==> src/rtl/div_ctrl_pkg.sv <==
// Shared types and constants for the M-extension divide unit.
package div_ctrl_pkg;

    localparam int unsigned XLEN        = 64;
    localparam int unsigned WLEN        = 32;
    localparam int unsigned DIV_LATENCY = 65;

    typedef enum logic [1:0] {
        OpDiv  = 2'b00,
        OpDivu = 2'b01,
        OpRem  = 2'b10,
        OpRemu = 2'b11
    } div_op_t;

    typedef enum logic [1:0] {
        StIdle,
        StBusy,
        StResp,
        StDrain
    } div_state_t;

    typedef enum logic [1:0] {
        DvIdle,
        DvBusy,
        DvDone
    } diviter_state_t;

    function automatic logic [XLEN-1:0] sext_word(input logic [WLEN-1:0] v);
        return {{(XLEN - WLEN){v[WLEN-1]}}, v};
    endfunction

endpackage

==> src/rtl/diviter.sv <==
// Unsigned 64/64 restoring divider, one quotient bit per cycle; c = {remainder, quotient}.
module diviter
    import div_ctrl_pkg::*;
(
    input  logic                clk_i,
    input  logic                reset_i,
    input  logic                valid_i,
    input  logic [XLEN-1:0]     a_i,
    input  logic [XLEN-1:0]     b_i,
    output logic                done_o,
    output logic [2*XLEN-1:0]   c_o
);

    diviter_state_t  state_q, state_d;
    logic [XLEN-1:0] rem_q, rem_d;
    logic [XLEN-1:0] quo_q, quo_d;
    logic [XLEN-1:0] dvs_q, dvs_d;
    logic [6:0]      cnt_q, cnt_d;

    function automatic logic [2*XLEN-1:0] div_step(input logic [XLEN-1:0] r,
                                                   input logic [XLEN-1:0] q,
                                                   input logic [XLEN-1:0] d);
        logic [XLEN:0] sh;
        logic [XLEN:0] diff;
        sh   = {r, q[XLEN-1]};
        diff = sh - {1'b0, d};
        // Top bit of the 65-bit difference is the borrow: set means sh < d.
        if (!diff[XLEN]) begin
            return {diff[XLEN-1:0], q[XLEN-2:0], 1'b1};
        end
        return {sh[XLEN-1:0], q[XLEN-2:0], 1'b0};
    endfunction

    always_comb begin
        state_d = state_q;
        rem_d   = rem_q;
        quo_d   = quo_q;
        dvs_d   = dvs_q;
        cnt_d   = cnt_q;
        unique case (state_q)
            DvIdle: begin
                if (valid_i) begin
                    // The load cycle already resolves the first quotient bit.
                    {rem_d, quo_d} = div_step('0, a_i, b_i);
                    dvs_d          = b_i;
                    cnt_d          = 7'(DIV_LATENCY - 2);
                    state_d        = DvBusy;
                end
            end
            DvBusy: begin
                {rem_d, quo_d} = div_step(rem_q, quo_q, dvs_q);
                cnt_d          = cnt_q - 7'd1;
                if (cnt_q == 7'd1) begin
                    state_d = DvDone;
                end
            end
            DvDone: begin
                if (!valid_i) begin
                    state_d = DvIdle;
                end
            end
            default: state_d = DvIdle;
        endcase
    end

    always_ff @(posedge clk_i) begin
        if (reset_i) begin
            state_q <= DvIdle;
            rem_q   <= '0;
            quo_q   <= '0;
            dvs_q   <= '0;
            cnt_q   <= '0;
        end else begin
            state_q <= state_d;
            rem_q   <= rem_d;
            quo_q   <= quo_d;
            dvs_q   <= dvs_d;
            cnt_q   <= cnt_d;
        end
    end

    // Idle reports done unless a new operation is being offered.
    assign done_o = (state_q == DvDone) || ((state_q == DvIdle) && !valid_i);
    assign c_o    = {rem_q, quo_q};

endmodule

==> src/rtl/div_ctrl.sv <==
// RISC-V M-extension divide sequencer around diviter: sign handling, special cases, flush.
module div_ctrl
    import div_ctrl_pkg::*;
#(
    parameter int unsigned TAG_W = 5
) (
    input  logic             clk_i,
    input  logic             reset_i,
    input  logic             req_valid_i,
    output logic             req_ready_o,
    input  logic [1:0]       req_op_i,
    input  logic             req_word_i,
    input  logic [XLEN-1:0]  req_a_i,
    input  logic [XLEN-1:0]  req_b_i,
    input  logic [TAG_W-1:0] req_tag_i,
    output logic             resp_valid_o,
    input  logic             resp_ready_i,
    output logic [XLEN-1:0]  resp_data_o,
    output logic [TAG_W-1:0] resp_tag_o,
    input  logic             flush_i
);

    div_state_t       state_q, state_d;
    div_op_t          op_q, op_d;
    logic             word_q, word_d;
    logic             a_neg_q, a_neg_d;
    logic             q_neg_q, q_neg_d;
    logic [XLEN-1:0]  mag_a_q, mag_a_d;
    logic [XLEN-1:0]  mag_b_q, mag_b_d;
    logic             div_valid_q, div_valid_d;
    logic [XLEN-1:0]  resp_data_q, resp_data_d;
    logic [TAG_W-1:0] resp_tag_q, resp_tag_d;

    logic              div_done;
    logic [2*XLEN-1:0] div_c;

    div_op_t         req_op;
    logic            req_signed;
    logic [XLEN-1:0] a_ext, b_ext, int_min;
    logic            a_neg, b_neg, b_zero, ovf;
    logic [XLEN-1:0] quo_fix, rem_fix;

    function automatic logic [XLEN-1:0] prep_operand(input logic [XLEN-1:0] v,
                                                     input logic            word,
                                                     input logic            sgn);
        if (!word) begin
            return v;
        end
        return sgn ? sext_word(v[WLEN-1:0]) : {{(XLEN - WLEN){1'b0}}, v[WLEN-1:0]};
    endfunction

    function automatic logic [XLEN-1:0] cond_neg(input logic [XLEN-1:0] v, input logic neg);
        return neg ? (~v + 64'd1) : v;
    endfunction

    function automatic logic [XLEN-1:0] select_result(input div_op_t         op,
                                                      input logic            word,
                                                      input logic [XLEN-1:0] quo,
                                                      input logic [XLEN-1:0] rem);
        logic [XLEN-1:0] v;
        v = (op == OpRem || op == OpRemu) ? rem : quo;
        return word ? sext_word(v[WLEN-1:0]) : v;
    endfunction

    always_comb begin
        req_op     = div_op_t'(req_op_i);
        req_signed = (req_op == OpDiv) || (req_op == OpRem);
        a_ext      = prep_operand(req_a_i, req_word_i, req_signed);
        b_ext      = prep_operand(req_b_i, req_word_i, req_signed);
        a_neg      = req_signed && a_ext[XLEN-1];
        b_neg      = req_signed && b_ext[XLEN-1];
        // Most-negative value for the operating width, as seen after extension.
        int_min    = req_word_i ? {{(XLEN - WLEN){1'b1}}, 1'b1, {(WLEN - 1){1'b0}}}
                                : {1'b1, {(XLEN - 1){1'b0}}};
        b_zero     = (b_ext == '0);
        ovf        = req_signed && (a_ext == int_min) && (b_ext == '1);
        quo_fix    = cond_neg(div_c[XLEN-1:0], q_neg_q);
        rem_fix    = cond_neg(div_c[2*XLEN-1:XLEN], a_neg_q);
    end

    always_comb begin
        state_d     = state_q;
        op_d        = op_q;
        word_d      = word_q;
        a_neg_d     = a_neg_q;
        q_neg_d     = q_neg_q;
        mag_a_d     = mag_a_q;
        mag_b_d     = mag_b_q;
        div_valid_d = div_valid_q;
        resp_data_d = resp_data_q;
        resp_tag_d  = resp_tag_q;
        unique case (state_q)
            StIdle: begin
                if (!flush_i && req_valid_i) begin
                    op_d       = req_op;
                    word_d     = req_word_i;
                    a_neg_d    = a_neg;
                    q_neg_d    = a_neg ^ b_neg;
                    mag_a_d    = cond_neg(a_ext, a_neg);
                    mag_b_d    = cond_neg(b_ext, b_neg);
                    resp_tag_d = req_tag_i;
                    if (b_zero || ovf) begin
                        resp_data_d = select_result(req_op, req_word_i,
                                                    b_zero ? '1 : a_ext,
                                                    b_zero ? a_ext : '0);
                        state_d     = StResp;
                    end else begin
                        div_valid_d = 1'b1;
                        state_d     = StBusy;
                    end
                end
            end
            StBusy: begin
                if (flush_i) begin
                    state_d = StDrain;
                end else if (div_done) begin
                    div_valid_d = 1'b0;
                    resp_data_d = select_result(op_q, word_q, quo_fix, rem_fix);
                    state_d     = StResp;
                end
            end
            StResp: begin
                if (flush_i || resp_ready_i) begin
                    state_d = StIdle;
                end
            end
            StDrain: begin
                // diviter cannot be aborted; let it finish and drop the result.
                if (div_done) begin
                    div_valid_d = 1'b0;
                    state_d     = StIdle;
                end
            end
            default: state_d = StIdle;
        endcase
    end

    always_ff @(posedge clk_i) begin
        if (reset_i) begin
            state_q     <= StIdle;
            op_q        <= OpDiv;
            word_q      <= 1'b0;
            a_neg_q     <= 1'b0;
            q_neg_q     <= 1'b0;
            mag_a_q     <= '0;
            mag_b_q     <= '0;
            div_valid_q <= 1'b0;
            resp_data_q <= '0;
            resp_tag_q  <= '0;
        end else begin
            state_q     <= state_d;
            op_q        <= op_d;
            word_q      <= word_d;
            a_neg_q     <= a_neg_d;
            q_neg_q     <= q_neg_d;
            mag_a_q     <= mag_a_d;
            mag_b_q     <= mag_b_d;
            div_valid_q <= div_valid_d;
            resp_data_q <= resp_data_d;
            resp_tag_q  <= resp_tag_d;
        end
    end

    diviter u_diviter (
        .clk_i   (clk_i),
        .reset_i (reset_i),
        .valid_i (div_valid_q),
        .a_i     (mag_a_q),
        .b_i     (mag_b_q),
        .done_o  (div_done),
        .c_o     (div_c)
    );

    assign req_ready_o  = (state_q == StIdle);
    assign resp_valid_o = (state_q == StResp);
    assign resp_data_o  = resp_data_q;
    assign resp_tag_o   = resp_tag_q;

endmodule

==> config.mk <==
export PLATFORM = sky130hd
export DESIGN_NAME = div_ctrl
export DESIGN_NICKNAME = d
export VERILOG_FILES = /design/src/rtl/div_ctrl_pkg.sv /design/src/rtl/diviter.sv /design/src/rtl/div_ctrl.sv
export SDC_FILE = /design/constraint.sdc
export NUM_CORES = 2
export LEC_CHECK = 0
export BUFFER_PORTS_ARGS = -buffer_cell sky130_fd_sc_hd__clkbuf_2
export CORE_MARGIN = 2
export CORE_UTILIZATION = 60
export DETAILED_ROUTE_END_ITERATION = 12
export PLACE_DENSITY = 0.76
export SYNTH_ARGS = -nofsm -noshare
export SYNTH_HDL_FRONTEND = slang
export SYNTH_SLANG_ARGS = --single-unit
==> constraint.sdc <==
create_clock -name clk_i -period 4.81 [get_ports clk_i]
set_input_delay 0.7215 -clock clk_i [delete_from_list [all_inputs] [get_ports clk_i]]
set_output_delay 0.7215 -clock clk_i [all_outputs]
set_load 0.01 [all_outputs]
After elaboration in Yosys (flattened, before gate mapping)
Index checks and enable logic that the tools add are counted. Widths: inputs -> output; s select.

Register bits after elaboration: 406. Bits of input ports: 141. Output and inout port bits: 71. Logic and storage cells: 129.

Add/sub/neg operators: 7. Equal/unequal tests: 23. Multiplexer cells: 51. Bitwise operators: 5. Reductions and logical operators: 28.

Operator list (number): $mux 64 (20); $mux 128 (4); $pmux 64 s2 (3); $add 64x1->64 const B (4); $not 64->64 (4); $sub 1x64->65 (1); $sub 65x64->65 (1); $eq 64x64->1 (1); $eq 64x64->1 const B (1); $logic_not 64->1 (1); $mux 63 (1); $mux 2 (9); $eq 2x2->1 const B (7); $pmux 7 s2 (1); $ne 2x2->1 const B (6); $mux 1 (9); $ne 2x1->1 const B (4); $pmux 2 s4 (1); $reduce_and 4->1 (2); $eq 7x1->1 const B (1); $mux 7 (1); $sub 7x1->7 const B (1); $logic_and 1x1->1 (6); $logic_not 2->1 (3); 12 further kinds (22).

Depth between registers and ports, before layout
Word-level depth: 11. Depth in mapped cells: 17. Mapped depth without buffers: 14.

Hierarchy
From an unflattened synthesis, not the netlist that was laid out.

Cell total of the unflattened synthesis: 3876. Area total of the unflattened synthesis: 28456.0 µm².

By module, submodules not included: div_ctrl (times used 1, cells an instance 2178, area an instance 15902.8 µm²); diviter (times used 1, cells an instance 1698, area an instance 12553.3 µm²).

Least setup slack after synthesis
OpenSTA, ideal clock, no wires.

Path type: input to register. From: in req_b_i[2]. To: reg resp_data_q[61] (netlist: resp_data_o[61]). Library setup time: 0.131 ns. Arrival time: 3.433 ns. Data required time: 4.679 ns. Path slack: 1.246 ns. Cell stages on the path: 12. Path buffers: 3. Cells stage by stage: or4_1 or4_4 nor4_4 nand4_2 or3_1 clkbuf_1 a21oi_2 o211ai_1 buf_2 clkbuf_1 nand3_1 o31ai_1.

Word-level cells in the longest chain between the ends: 9. Elaborated cells on any way between the ends: 15.

Ends and longest elaborated chain: start: declaration (line div_ctrl.sv:14) `input logic [XLEN-1:0] req_b_i,`; $mux 64 (line div_ctrl.sv:49) `return sgn ? sext_word(v[WLEN-1:0]) : {{(XLEN - WLEN){1'b0}}, v[WLEN-1:0]};`; $mux 64 (*) (line div_ctrl.sv:49); $logic_not 64->1 (line div_ctrl.sv:75) `b_zero = (b_ext == '0);`; $mux 64 (on tied branches) (line div_ctrl.sv:104, div_ctrl.sv:105); $mux 64 (line div_ctrl.sv:61) `v = (op == OpRem || op == OpRemu) ? rem : quo;`; $mux 64 (line div_ctrl.sv:62) `return word ? sext_word(v[WLEN-1:0]) : v;`; $mux 64 (line div_ctrl.sv:102) `if (b_zero || ovf) begin`; $mux 64 (line div_ctrl.sv:94) `if (!flush_i && req_valid_i) begin`; $pmux 64 s2 (line div_ctrl.sv:92) `unique case (state_q)`; end signal: assignment (line div_ctrl.sv:159) `resp_data_q <= resp_data_d;`; end: declaration (line div_ctrl.sv:31) `logic [XLEN-1:0] resp_data_q, resp_data_d;`.

Mark *: on every way between the ends. The rest lies on a longest branch, timed or not. The select of a mux whose other input is x is not followed. A chain may end at the register's enable or synchronous reset.

Worst setup path after layout
From: reg u_diviter.rem_q[50]. To: reg u_diviter.rem_q[44].

Word-level cells in the longest chain between the ends: 5.

Ends and longest elaborated chain: start: declaration (line diviter.sv:15) `logic [XLEN-1:0] rem_q, rem_d;`; start signal: assignment (line diviter.sv:75) `rem_q <= rem_d;`; $sub 65x64->65 (line diviter.sv:26) `diff = sh - {1'b0, d};`; $mux 1 (line diviter.sv:28) `if (!diff[XLEN]) begin`; $mux 1 (line diviter.sv:40) `unique case (state_q)`; $mux 128 (line diviter.sv:31) `return {sh[XLEN-1:0], q[XLEN-2:0], 1'b0};`; $pmux 64 s2 (line diviter.sv:40).

No other way between the ends. The select of a mux whose other input is x is not followed.

==> metrics.md <==
| Metric | Value |
|---|---|
| Die X | `218.4 um` |
| Detail Route Antenna Nets | `0` |
| Cell Chain, Critical Path | `ha_1 > a21oi_1 > o22ai_1 > o41ai_1 > or4b_1 > nor3_1 > o311a_1 > o21a_1 > or2_1 > o21ai_0 > a22o_1` |
| Critical path arrival | `5.02 ns` |
| Port Buffers | `around 210` |
| Max Cap Viol | `0` |
| Outcome | `completed` |
| Slowest-stage cell, CP | `or2_1` |
| TritonCTS clock tree | `done` |
| CTS Buf Count | `46` |
| Die area | `47680 sq um` |
| Setup TNS | `0 ns` |
| Synth Cell Area | `~28000 sq um` |
| GRT Total Usage | `41.45%` |
| Average size of a mapped cell | `7.310 sq um` |
| Setup crit start kind | `flop` |
| Yosys cell types | `86` |
| Switching pwr | `9.755 mW` |
| DR WL/cell | `~23 um` |
| Number of synthesized flops with an enable pin | `0` |
| First-pass DRT Iterations | `8` |
| Final instance area | `around 30000 sq um` |
| Worst-margin pin slew | `approximately 1.2 ns` |
| Comb power frac | `approximately 62%` |
| Relative slew slack | `approximately a fifth` |
| Clock network fraction of total power | `a little under a fifth` |
| Most frequent cells in the layout | `560 x nand2_1, 402 x dfxtp_1, 387 x a21oi_1` |
| Nets | `slightly above 4000` |
| Clock skew | `between 0.03 and 0.04 ns` |
| CP required | `approximately 5.3 ns` |
| Syn Inst Count | `between 3000 and 4000` |
| Vias in the first global route | `27460` |
| Max Slew Vio Count | `0` |
| Post-CTS Repair Setup Buffers | `0` |
| Register area | `8112 sq um` |
| Internal | `10.59 mW` |
| GP Congestion | `1.021` |
| Cts hold-fix bufs | `0` |
| Row count | `approximately 80` |
| Initial Util | `around three fifths` |
| Syn nets | `approximately 4000` |
| Seq/Total Area, Yosys | `between 20 and 30%` |
| Die height | `approximately 220 um` |
| CP max stage delay | `between 0.6 and 0.7 ns` |
| Seq pwr share | `19.3%` |
| Max VDD drop | `approximately 1.0 mV` |
| Core area | `~45000 sq um` |
| Placed instance area | `just under 30000 sq um` |
| Clk buf depth | `3` |
| WHS | `between 0.3 and 0.4 ns` |
| Worst hold path class | `in -> reg` |
| Number of fill cells | `about 4000` |
| Period Utilization, post-route | `a little over nine tenths` |
| Minimum clock period | `roughly 4.5 ns` |
| CTS H-tree depth | `2` |
| Iter 0 DRT Violations | `4071` |
| Multi-input logic area | `between 15000 and 20000 sq um` |
| Vias/cell | `around 6.7` |
| Initial antenna violation count | `2` |
| Pleak | `roughly 12 nW` |
| Root buffer cell | `clkbuf_16` |
| Final setup viols | `0` |
| Area grow syn2layout | `11.58%` |
| Drt total wl | `around 100 mm` |
| Power Density | `about 660 nW/um^2` |
| Finished Core Util | `about two thirds` |
| Clock Latency Late Sink | `0.61 ns` |
| Net Sw Frac | `between 40% and 50%` |
| CP endpoint kind | `flop` |
| Post-DP HPWL | `around 74 mm` |
| Main synth FF type | `dfxtp_1` |
| GRT overflow | `0` |
| Fmax | `between 200 and 250 MHz` |
| Via Count | `29890` |
| Unrepaired setup endpoints after global routing | `false` |
| Flops & latches, synth | `just over 400` |
| Fraction of registers with async set/reset | `0%` |
| CP Class | `reg -> reg` |
| Hold Fails Final Rpt | `0` |
| Drt drc | `0` |
| Most common cell after layout, fill and taps aside | `nand2_1` |
| Largest net degree at the start of global routing | `194` |
| Layout cell share with drive strength beyond 1 | `~11%` |
| CTS clk-pin slew, worst paths | `0.06 ns` |
| Synth warn | `0` |
| First-pass GRT wire length | `approximately 160 mm` |
| CTS resizes | `0` |
| I/O pin cnt | `212` |
| Max FO, Critical Path | `19` |
| Clock sinks | `between 400 and 500` |
critical path, delay by kind of cell, from the launching register on:
family / cells / cell delay (ns)
compound gates: 7 / 2.04
fa+ha+maj: 1 / 0.40
flops: 1 / 0.34
simple gates: 3 / 1.62
power groups by stage:
stage	Clock (mW)	Combinational (mW)	Sequential [mW]
finish	3.77	12.6	3.93
floorplan	0	12.4	4.03
detailed placement	0	11.6	3.99
global placement	0	11.4	3.98
global route	3.91	18.4	4.09
CTS	3.77	16.0	4.03
layout make-up:
class	count	share of cell area (%)
Multi-Input combinational cell	2915	57.83
Sequential cell	405	26.37
Timing Repair Buffer	304	6.028
Clock buffer	68	4.271
Tap cell	600	2.440
Inverter	174	2.123
Clock inverter	17	0.9314
Antenna cell	1	0.008134
routing by layer:
layer	part of all wire, %	up-vias	wire length [um]	track usage (%)
li1	-	13730	-	-
met1	41	13970	41440	56.82
met2	43	1875	43350	61.86
met3	11	317	11650	8.768
met4	5.1	4	5188	19.71
met5	0.023	-	23	0
final timing paths:
kind | startpoint | to | slack, ns | cells past startpoint
worst min-delay path | req_tag_i[4] | resp_tag_o[4] | 0.35 | 3
worst max-delay path | u_diviter.rem_q[50] | u_diviter.rem_q[44] | 0.28 | 11
worst min register to register | resp_tag_o[3] | resp_tag_o[3] | 0.45 | 2
worst max register to register | u_diviter.rem_q[50] | u_diviter.rem_q[44] | 0.28 | 11
logic make-up after synthesis:
family          after synthesis  share of synthesized area (%)
fa+ha+maj                    97                          4.220
buf+inv                     452                          6.330
simple gates               1232                          20.38
flops                       405                          29.41
xor+xnor                    288                          9.149
mux                          50                          1.824
compound gates             1248                          28.69
state kept, by name, indices dropped and copies added, names as in the netlist, 2 cells and up:
signal             cells
u_diviter.rem_q       64
u_diviter.state_q      2
state_q                2
u_diviter.cnt_q        7
u_diviter.dvs_q       64
resp_data_o           64
resp_tag_o             5
mag_a_q               64
mag_b_q               64
u_diviter.quo_q       64
through the flow:
| step | power [mW] | std cells | setup WS, ns |
|---|---|---|---|
| detailed placement | 15.55 | 4398 | 0.3969 |
| global placement | 15.38 | 4398 | 0.5507 |
| CTS | 23.78 | 4483 | 0.3979 |
| global route | 26.40 | 4483 | 0.1300 |
| floorplan | 16.42 | 3772 | 1.246 |
| finish | 20.35 | 4484 | 0.2836 |
Yosys cell counts, types with 10 or more instances:
cell type	n	area [sq um]
ha_1	73	913.4
o31ai_1	62	465.5
mux2i_1	48	480.5
a311oi_1	27	236.5
o41ai_1	48	420.4
xor2_1	124	1086
o21a_1	20	150.1
dfxtp_1	405	8108
nor2_1	268	1006
a22oi_1	80	600.6
o21bai_1	10	75.07
or4_1	33	247.7
or3_1	34	212.7
nor4_1	42	262.8
clkbuf_1	233	874.6
inv_1	173	649.4
buf_1	18	67.56
a211oi_1	116	870.8
nand2_1	561	2106
a31oi_1	25	156.4
maj3_1	23	230.2
o22ai_1	27	168.9
xnor2_1	164	1436
buf_2	23	115.1
nor3_1	72	360.4
and3_1	22	137.6
nor2b_1	12	75.07
o21ai_0	254	1271
a21o_1	36	270.3
nand4_1	51	319.1
o211ai_1	68	510.5
nand2b_1	23	143.9
a21oi_1	390	1952
nand3_1	65	325.3
a221oi_1	10	87.58
Power figures use the tool's default switching activity.
